<file path="src/rtl/fifo_pkt_writer.sv">
// Write-side packet producer for the dual-clock FIFO (clk_a domain).
// Forwards upstream words into the FIFO with zero latency. After each packet it
// appends two trailer words: {trunc, word count}, then the XOR checksum.
//
// state   | meaning
// IDLE    | waiting for the first word of a packet
// DATA    | packet in progress, accepting further words
// TRL_CNT | writing the count word (trunc flag in the MSB)
// TRL_CHK | writing the XOR checksum word
module fifo_pkt_writer #(
    parameter int FIFO_WIDTH = 16,
    parameter int MAX_LEN    = 1024
) (
    input  logic                  clk_a,
    input  logic                  rst,
    input  logic [FIFO_WIDTH-1:0] s_data,
    input  logic                  s_valid,
    input  logic                  s_last,
    output logic                  s_ready,
    input  logic                  full,
    output logic [FIFO_WIDTH-1:0] din_a,
    output logic                  wen_a,
    output logic                  pkt_done,
    output logic [15:0]           pkt_count,
    output logic                  busy
);

    localparam int WC_W = $clog2(MAX_LEN + 1);
    localparam logic [WC_W-1:0] MAX_WC = WC_W'(MAX_LEN);
    localparam logic [WC_W-1:0] ONE_WC = WC_W'(1);

    typedef enum logic [1:0] {
        IDLE    = 2'd0,
        DATA    = 2'd1,
        TRL_CNT = 2'd2,
        TRL_CHK = 2'd3
    } state_t;

    state_t                state;
    logic [WC_W-1:0]       wc;
    logic [FIFO_WIDTH-1:0] ck;
    logic                  trunc;

    logic                  accepting;
    logic                  in_trailer;
    logic                  xfer;
    logic [WC_W-1:0]       wc_inc;
    logic [FIFO_WIDTH-1:0] cnt_word;

    // Handshake and write strobe are combinational so a word is never lost
    // when full rises: the FIFO sees the write in the same cycle it is accepted.
    always_comb begin
        accepting  = (state == IDLE) || (state == DATA);
        in_trailer = (state == TRL_CNT) || (state == TRL_CHK);
        s_ready    = !rst && !full && accepting;
        xfer       = s_valid && s_ready;
        wen_a      = xfer || (in_trailer && !full && !rst);
        busy       = !rst && (state != IDLE);
        wc_inc     = wc + ONE_WC;
    end

    // Count word: trunc flag in the MSB, word count zero-extended below it.
    always_comb begin
        cnt_word                 = '0;
        cnt_word[WC_W-1:0]       = wc;
        cnt_word[FIFO_WIDTH-1]   = trunc;
    end

    // Write data mux: pass-through while accepting data, trailer words otherwise.
    always_comb begin
        din_a = '0;
        if (!rst) begin
            case (state)
                TRL_CNT: din_a = cnt_word;
                TRL_CHK: din_a = ck;
                default: din_a = s_data;
            endcase
        end
    end

    // Packet sequencer: word count, checksum, trailer emission and completion stats.
    always_ff @(posedge clk_a) begin
        if (rst) begin
            state     <= IDLE;
            wc        <= '0;
            ck        <= '0;
            trunc     <= 1'b0;
            pkt_count <= 16'd0;
            pkt_done  <= 1'b0;
        end else begin
            pkt_done <= 1'b0;
            case (state)
                IDLE: begin
                    if (xfer) begin
                        wc    <= ONE_WC;
                        ck    <= s_data;
                        trunc <= (MAX_LEN == 1) && !s_last;
                        if (s_last || (MAX_LEN == 1))
                            state <= TRL_CNT;
                        else
                            state <= DATA;
                    end
                end
                DATA: begin
                    if (xfer) begin
                        wc <= wc_inc;
                        ck <= ck ^ s_data;
                        if (s_last) begin
                            trunc <= 1'b0;
                            state <= TRL_CNT;
                        end else if (wc_inc == MAX_WC) begin
                            trunc <= 1'b1;
                            state <= TRL_CNT;
                        end
                    end
                end
                TRL_CNT: begin
                    if (wen_a)
                        state <= TRL_CHK;
                end
                TRL_CHK: begin
                    if (wen_a) begin
                        state     <= IDLE;
                        pkt_done  <= 1'b1;
                        pkt_count <= pkt_count + 16'd1;
                    end
                end
                default: state <= IDLE;
            endcase
        end
    end

endmodule

</file>
<file path="config.mk">
export PLATFORM = sky130hd
export DESIGN_NAME = fifo_pkt_writer
export DESIGN_NICKNAME = d
export VERILOG_FILES = /design/src/rtl/fifo_pkt_writer.sv
export SDC_FILE = /design/constraint.sdc
export NUM_CORES = 1
export LEC_CHECK = 0
export BUFFER_PORTS_ARGS = -buffer_cell sky130_fd_sc_hd__buf_2
export CORE_ASPECT_RATIO = 0.5
export CORE_MARGIN = 2
export CORE_UTILIZATION = 35
export CTS_CLUSTER_DIAMETER = 60
export DETAILED_ROUTE_END_ITERATION = 16
export HOLD_SLACK_MARGIN = 0.06
export SYNTH_ARGS = -nofsm -noshare
export SYNTH_HDL_FRONTEND = slang
export SYNTH_SLANG_ARGS = --single-unit
</file>
<file path="constraint.sdc">
create_clock -name clk_a -period 1.92 [get_ports clk_a]
set_clock_uncertainty 0.15 [all_clocks]
set_input_delay 0.096 -clock clk_a [delete_from_list [all_inputs] [get_ports clk_a]]
set_output_delay 0.096 -clock clk_a [all_outputs]
set_load 0.03 [all_outputs]
</file>
## After elaboration in Yosys (flattened, before gate mapping)

Index checks and enable logic that the tools add are counted.

| word-level totals | value |
|---|---|
| register bits | 47 |
| input bits | 21 |
| output and inout bits | 36 |
| word-level logic and storage cells | 60 |

| cells by class | value |
|---|---|
| add/subtract/negate cells | 2 |
| equality and inequality tests | 9 |
| muxes and demuxes | 22 |
| bitwise gates (word level) | 2 |
| reductions and logical operators | 19 |

Operator list:

| cell | number |
|---|---|
| 16-bit case mux with 2 select lines | 2 |
| 16-bit two-way mux | 3 |
| 11-bit two-way mux | 2 |
| 11-bit case mux with 2 select lines | 1 |
| 16-bit by 1-bit adder with 16-bit output (second input constant) | 1 |
| 16-bit bitwise XOR | 1 |
| 2-bit two-way mux | 7 |
| 11-bit by 1-bit adder with 11-bit output (second input constant) | 1 |
| 11-bit equality test (second input constant) | 1 |
| 2-bit != test (second input constant) | 4 |
| 2-bit case mux with 4 select lines | 1 |
| 1-bit logical AND | 6 |
| 1-bit two-way mux | 5 |
| 5-bit AND reduction | 1 |
| 2-bit equality test (second input constant) | 2 |
| 4-bit AND reduction | 1 |
| 2-bit nonzero test | 2 |
| 1-bit logical OR | 3 |
| 3-bit by 2-bit != test with 1-bit output (second input constant) | 1 |
| 3-bit AND reduction | 1 |
| 2-bit by 1-bit equality test with 1-bit output (second input constant) | 1 |
| 1-bit zero test | 2 |
| 2-bit zero test | 1 |
| 1-bit case mux with 2 select lines | 1 |
| 3 further kinds | 3 |

## Depth between registers and ports, before layout

| logic depth | value |
|---|---|
| depth after elaboration | 7 |
| mapped depth | 9 |
| mapped depth without buffers | 7 |

## Worst setup path before layout

OpenSTA, ideal clock, no wires.

| timing path | value |
|---|---|
| kind | register -> output |
| from | register state[0] |
| to | output port wen_a |
| arrival time | 1.885 ns |
| data required time | 1.674 ns |
| slack | -0.211 ns |
| cell stages (with the launch flop) | 7 |
| buffers on the path | 2 |
| cell sequence | dfxtp_1 -> inv_1 -> ha_1 -> clkbuf_1 -> nor2_1 -> clkbuf_1 -> o31ai_1 |

| between the ends | value |
|---|---|
| word-level cells in the longest chain between the ends | 5 |
| elaborated cells on any way between the ends | 11 |
| classes of those cells | eq/ne: 3; reduce/logical: 8 |

RTL lines:

| item | line | source |
|---|---|---|
| from (decl) | 39 | `state_t state;` |
| from (signal assigned) | 84 | `state <= IDLE;` |
| from (signal assigned) | 99 | `state <= TRL_CNT;` |
| from (signal assigned) | 101 | `state <= DATA;` |
| 2-bit by 1-bit equality test with 1-bit output, or another cell as far along | 53 | `accepting = (state == IDLE) \|\| (state == DATA);` |
| 1-bit logical OR (on tied branches) | 53, 54 |  |
| 1-bit logical AND (on tied branches) | 55, 57 |  |
| 1-bit logical AND (on tied branches) | 56, 57 |  |
| 1-bit logical OR (*) | 57 | `wen_a = xfer \|\| (in_trailer && !full && !rst);` |
| to (decl) | 22 | `output logic wen_a,` |

Mark *: on every way between the ends. The rest lies on a longest branch, timed or not.

## Worst setup path after layout

| timing path | value |
|---|---|
| from | register wc[1] |
| to | register state[1] |

| between the ends | value |
|---|---|
| word-level cells in the longest chain between the ends | 4 |

RTL lines:

| item | line | source |
|---|---|---|
| from (decl) | 40 | `logic [WC_W-1:0] wc;` |
| from (signal assigned) | 106 | `wc <= wc_inc;` |
| 11-bit by 1-bit adder with 11-bit output | 59 | `wc_inc = wc + ONE_WC;` |
| 11-bit equality test | 111 | `end else if (wc_inc == MAX_WC) begin` |
| 3-bit by 2-bit != test with 1-bit output (no line) | n/a |  |
| 5-bit AND reduction (no line) | n/a |  |
| to (signal assigned) | 110 | `state <= TRL_CNT;` |
| to (signal assigned) | 113 | `state <= TRL_CNT;` |
| to (signal assigned) | 119 | `state <= TRL_CHK;` |

Every way passes these cells.
A chain may end at the register's enable or synchronous reset.

==> run summary <==
Status = finished, violations left
Failing checks = setup timing
PwrDens = 865 mW/mm²
Antenna viol nets, final = 0
CP Launch Type = register
Die H = 67.0 µm
Inserted Clock Buffers = 5
Pleak = 1.68 nW
Peak fanout along the critical path = 6
Final HPWL DP = 5.10 mm
Worst EP arrival = 1.97 ns
Post-place setup slack = -0.0333 ns
Die width = 130 µm
Setup violators final = 2
Setup CP Type = reg -> reg
Inst Count DP = 533
Fmax achieved = 516 MHz
Hold Fails Final Rpt = 0
Drt initial violations = 240
Worst Setup End Kind = register
Setup TNS = -0.0244 ns
Area contributors post-synth = dfxtp_1 34%, a21oi_1 8.5%, nor2_1 7.0%, mux2i_1 6.8%, nand2_1 5.5%
Final nets = 487
Synth top area share = 33.8%
Tmin final = 1.94 ns
Vias in the first global route = 2681
IO Pins = 57
Fin cells = 569
Leading area contributor after synthesis = dfxtp_1
Avg Inst Size Synth = 7.68 µm²
Pin count of the biggest net entering global routing = 55
DR pass1 iterations = 4
Seq/Total Area, Yosys = 33.8%
Area Overhead vs Synth = 50.7%
Setup slack after layout = -0.0193 ns
Synthesized flop and latch total = 47
RePlAce Congestion = 0.809
Final Cycle Share = 101%
CTS sink cnt = 47
Ys async rst share = 0%
Post-route DRC = 0
Prevailing post-synth register cell = dfxtp_1
Syn_nets = 389
DR WL/cell = 14.8 µm
Ratio of cells with drive above 1 in the final layout = 36.4%
Max-cap violation count = 0
# port buffers = 56
Worst-Skew Late Latency = 0.29 ns
Post-placement cell area = 0.00343 mm²
Root Buffer = clkbuf_16
Post-Layout Inst Area = 0.00419 mm²
Ys Warns = 0
Most frequent cells in the layout = 51 x nor2_1, 43 x dfxtp_1, 39 x buf_2, 38 x buf_4, 34 x a21oi_1
Post-synth EDFFs = 0
Maximum vdd drop = 0.397 mV
Initial antenna violation count = 0
Row cnt = 22
WL final = 8.42 mm
Critical path's top delay family = compound AO/OA/AOI/OAI gates
Commonest non-fill, non-tap cell in the layout = nor2_1
Synth cell types = 43
Measured slew at the worst slew-check pin = 0.645 ns
Max-slew violation count = 0
Initial core utilization = 37.0%
Diodes inserted = 0
Worst Path Required = 1.95 ns
Worst hold path type = in -> reg
Utilization after layout = 55.8%
Max stage delay on crit path = 0.33 ns
Relative slew margins = 57.0%
Mapped Cells = 362
Area of the mapped netlist = 0.00278 mm²
Die area = 0.00872 mm²
All-Layer GR Usage = 20.0%
Worst Path Buf+Inv = 1
CP max-delay cell = dfxtp_2
Placeable Area = 0.00751 mm²
Crit path cell chain = buf_4 > and3_2 > a211o_1 > a41oi_2 > o31a_4 > mux2_4
Vias/cell = 5.05
Vias = 2871
CTS tree = done
Clk slew on worst S/H paths = 0.06 ns
First-pass GRT wire length = 13.5 mm
Unrepaired setup endpoints after global routing = true
Clock buffer depth = 2
Grt ovf = 0
H-tree Lvls = 2
[cells by family (layout without fill, tap and decap cells)]
group | after synthesis | count (layout) | synth area share, %
and+or+nand+nor | 147 | 147 | 26.2
AOI/OAI and AO/OA | 97 | 97 | 21.0
DFF | 47 | 47 | 33.8
buffers and inverters | 32 | 131 | 4.86
muxes | 20 | 20 | 7.38
xor gates and xnor gates | 13 | 13 | 4.09
adders and majority gates | 6 | 6 | 2.70
[final cells by class]
cell class / count / area, µm²
Clock inverter: 2 / 17.5
Timing Repair Buffer: 118 / 971
Multi-Input combinational cell: 283 / 1960
Fill cell: 667 / 3320
Clock buffer: 6 / 129
Tap cell: 108 / 135
Inverter: 5 / 23.8
Sequential cell: 47 / 951
[synth_stat cells, types with 2 or more instances]
| cell | number |
|---|---|
| nor3b_1 | 4 |
| nor3b_4 | 2 |
| nand2_1 | 41 |
| xor2_1 | 6 |
| buf_2 | 3 |
| a21o_1 | 6 |
| clkbuf_1 | 19 |
| buf_1 | 3 |
| nand4_1 | 6 |
| o21ai_0 | 22 |
| nor3_1 | 11 |
| nor2_1 | 52 |
| or3_1 | 5 |
| mux2i_1 | 19 |
| dfxtp_1 | 47 |
| and2_1 | 2 |
| nand3_1 | 9 |
| a22oi_1 | 12 |
| xnor2_1 | 7 |
| ha_1 | 6 |
| a211o_1 | 3 |
| and3_1 | 6 |
| a21oi_1 | 47 |
| inv_1 | 5 |
[stage by stage]
stage	power [W]	hold slack [ns]
floorplan	0.00190	0.0513
global placement	0.00229	0.212
detailed placement	0.00229	0.214
CTS	0.00344	0.111
global route	0.00382	0.121
finish	0.00363	0.129
[sequential cells by signal (all words and copies together) (netlist names)]
| name | flops |
|---|---|
| wc | 11 |
| ck | 16 |
| pkt_count | 16 |
| state | 2 |
| trunc | 1 |
| pkt_done | 1 |
[what timing repair did]
action,CTS,global route
pin swaps,8,19
hold endpoints to repair,18,0
cloned,3,0
endpoints found under the setup margin,20,50
resized for setup,45,42
setup buffers,2,6
hold buffers,18,0
[worst reg2reg max path, delay by kind of cell, from the launching register on]
kind,cells,cell delay (ns)
compound gates,3,0.67
buf+inv,1,0.15
simple gates,1,0.24
mux,1,0.29
flops,1,0.33
[power by group]
part	internal (W)	switching [W]	total, W	leakage (nW)
combinational	0.000766	0.000864	0.00163	1.23
clock	0.000488	0.000392	0.000880	0.0710
sequential	0.00104	0.0000718	0.00112	0.383
[metal layers]
| layer | vias to the layer above | GRT usage, % | part of all wire, % |
|---|---|---|---|
| li1 | 1470 | - | - |
| met1 | 1324 | 26.7 | 48 |
| met5 | - | 0 | 0 |
| met2 | 65 | 33.1 | 46 |
| met3 | 12 | 4.02 | 4.6 |
| met4 | 0 | 5.51 | 1.4 |
[path summary, 6_finish.rpt]
kind | startpoint | cells after the start | to | slack, ns
setup / recovery | wc[1] | 6 | state[1] | -0.02
hold / removal | s_valid | 4 | wc[1] | 0.13
setup reg to reg | wc[1] | 6 | state[1] | -0.02
hold reg to reg | ck[6] | 2 | ck[6] | 0.35
Power figures use the tool's default switching activity.
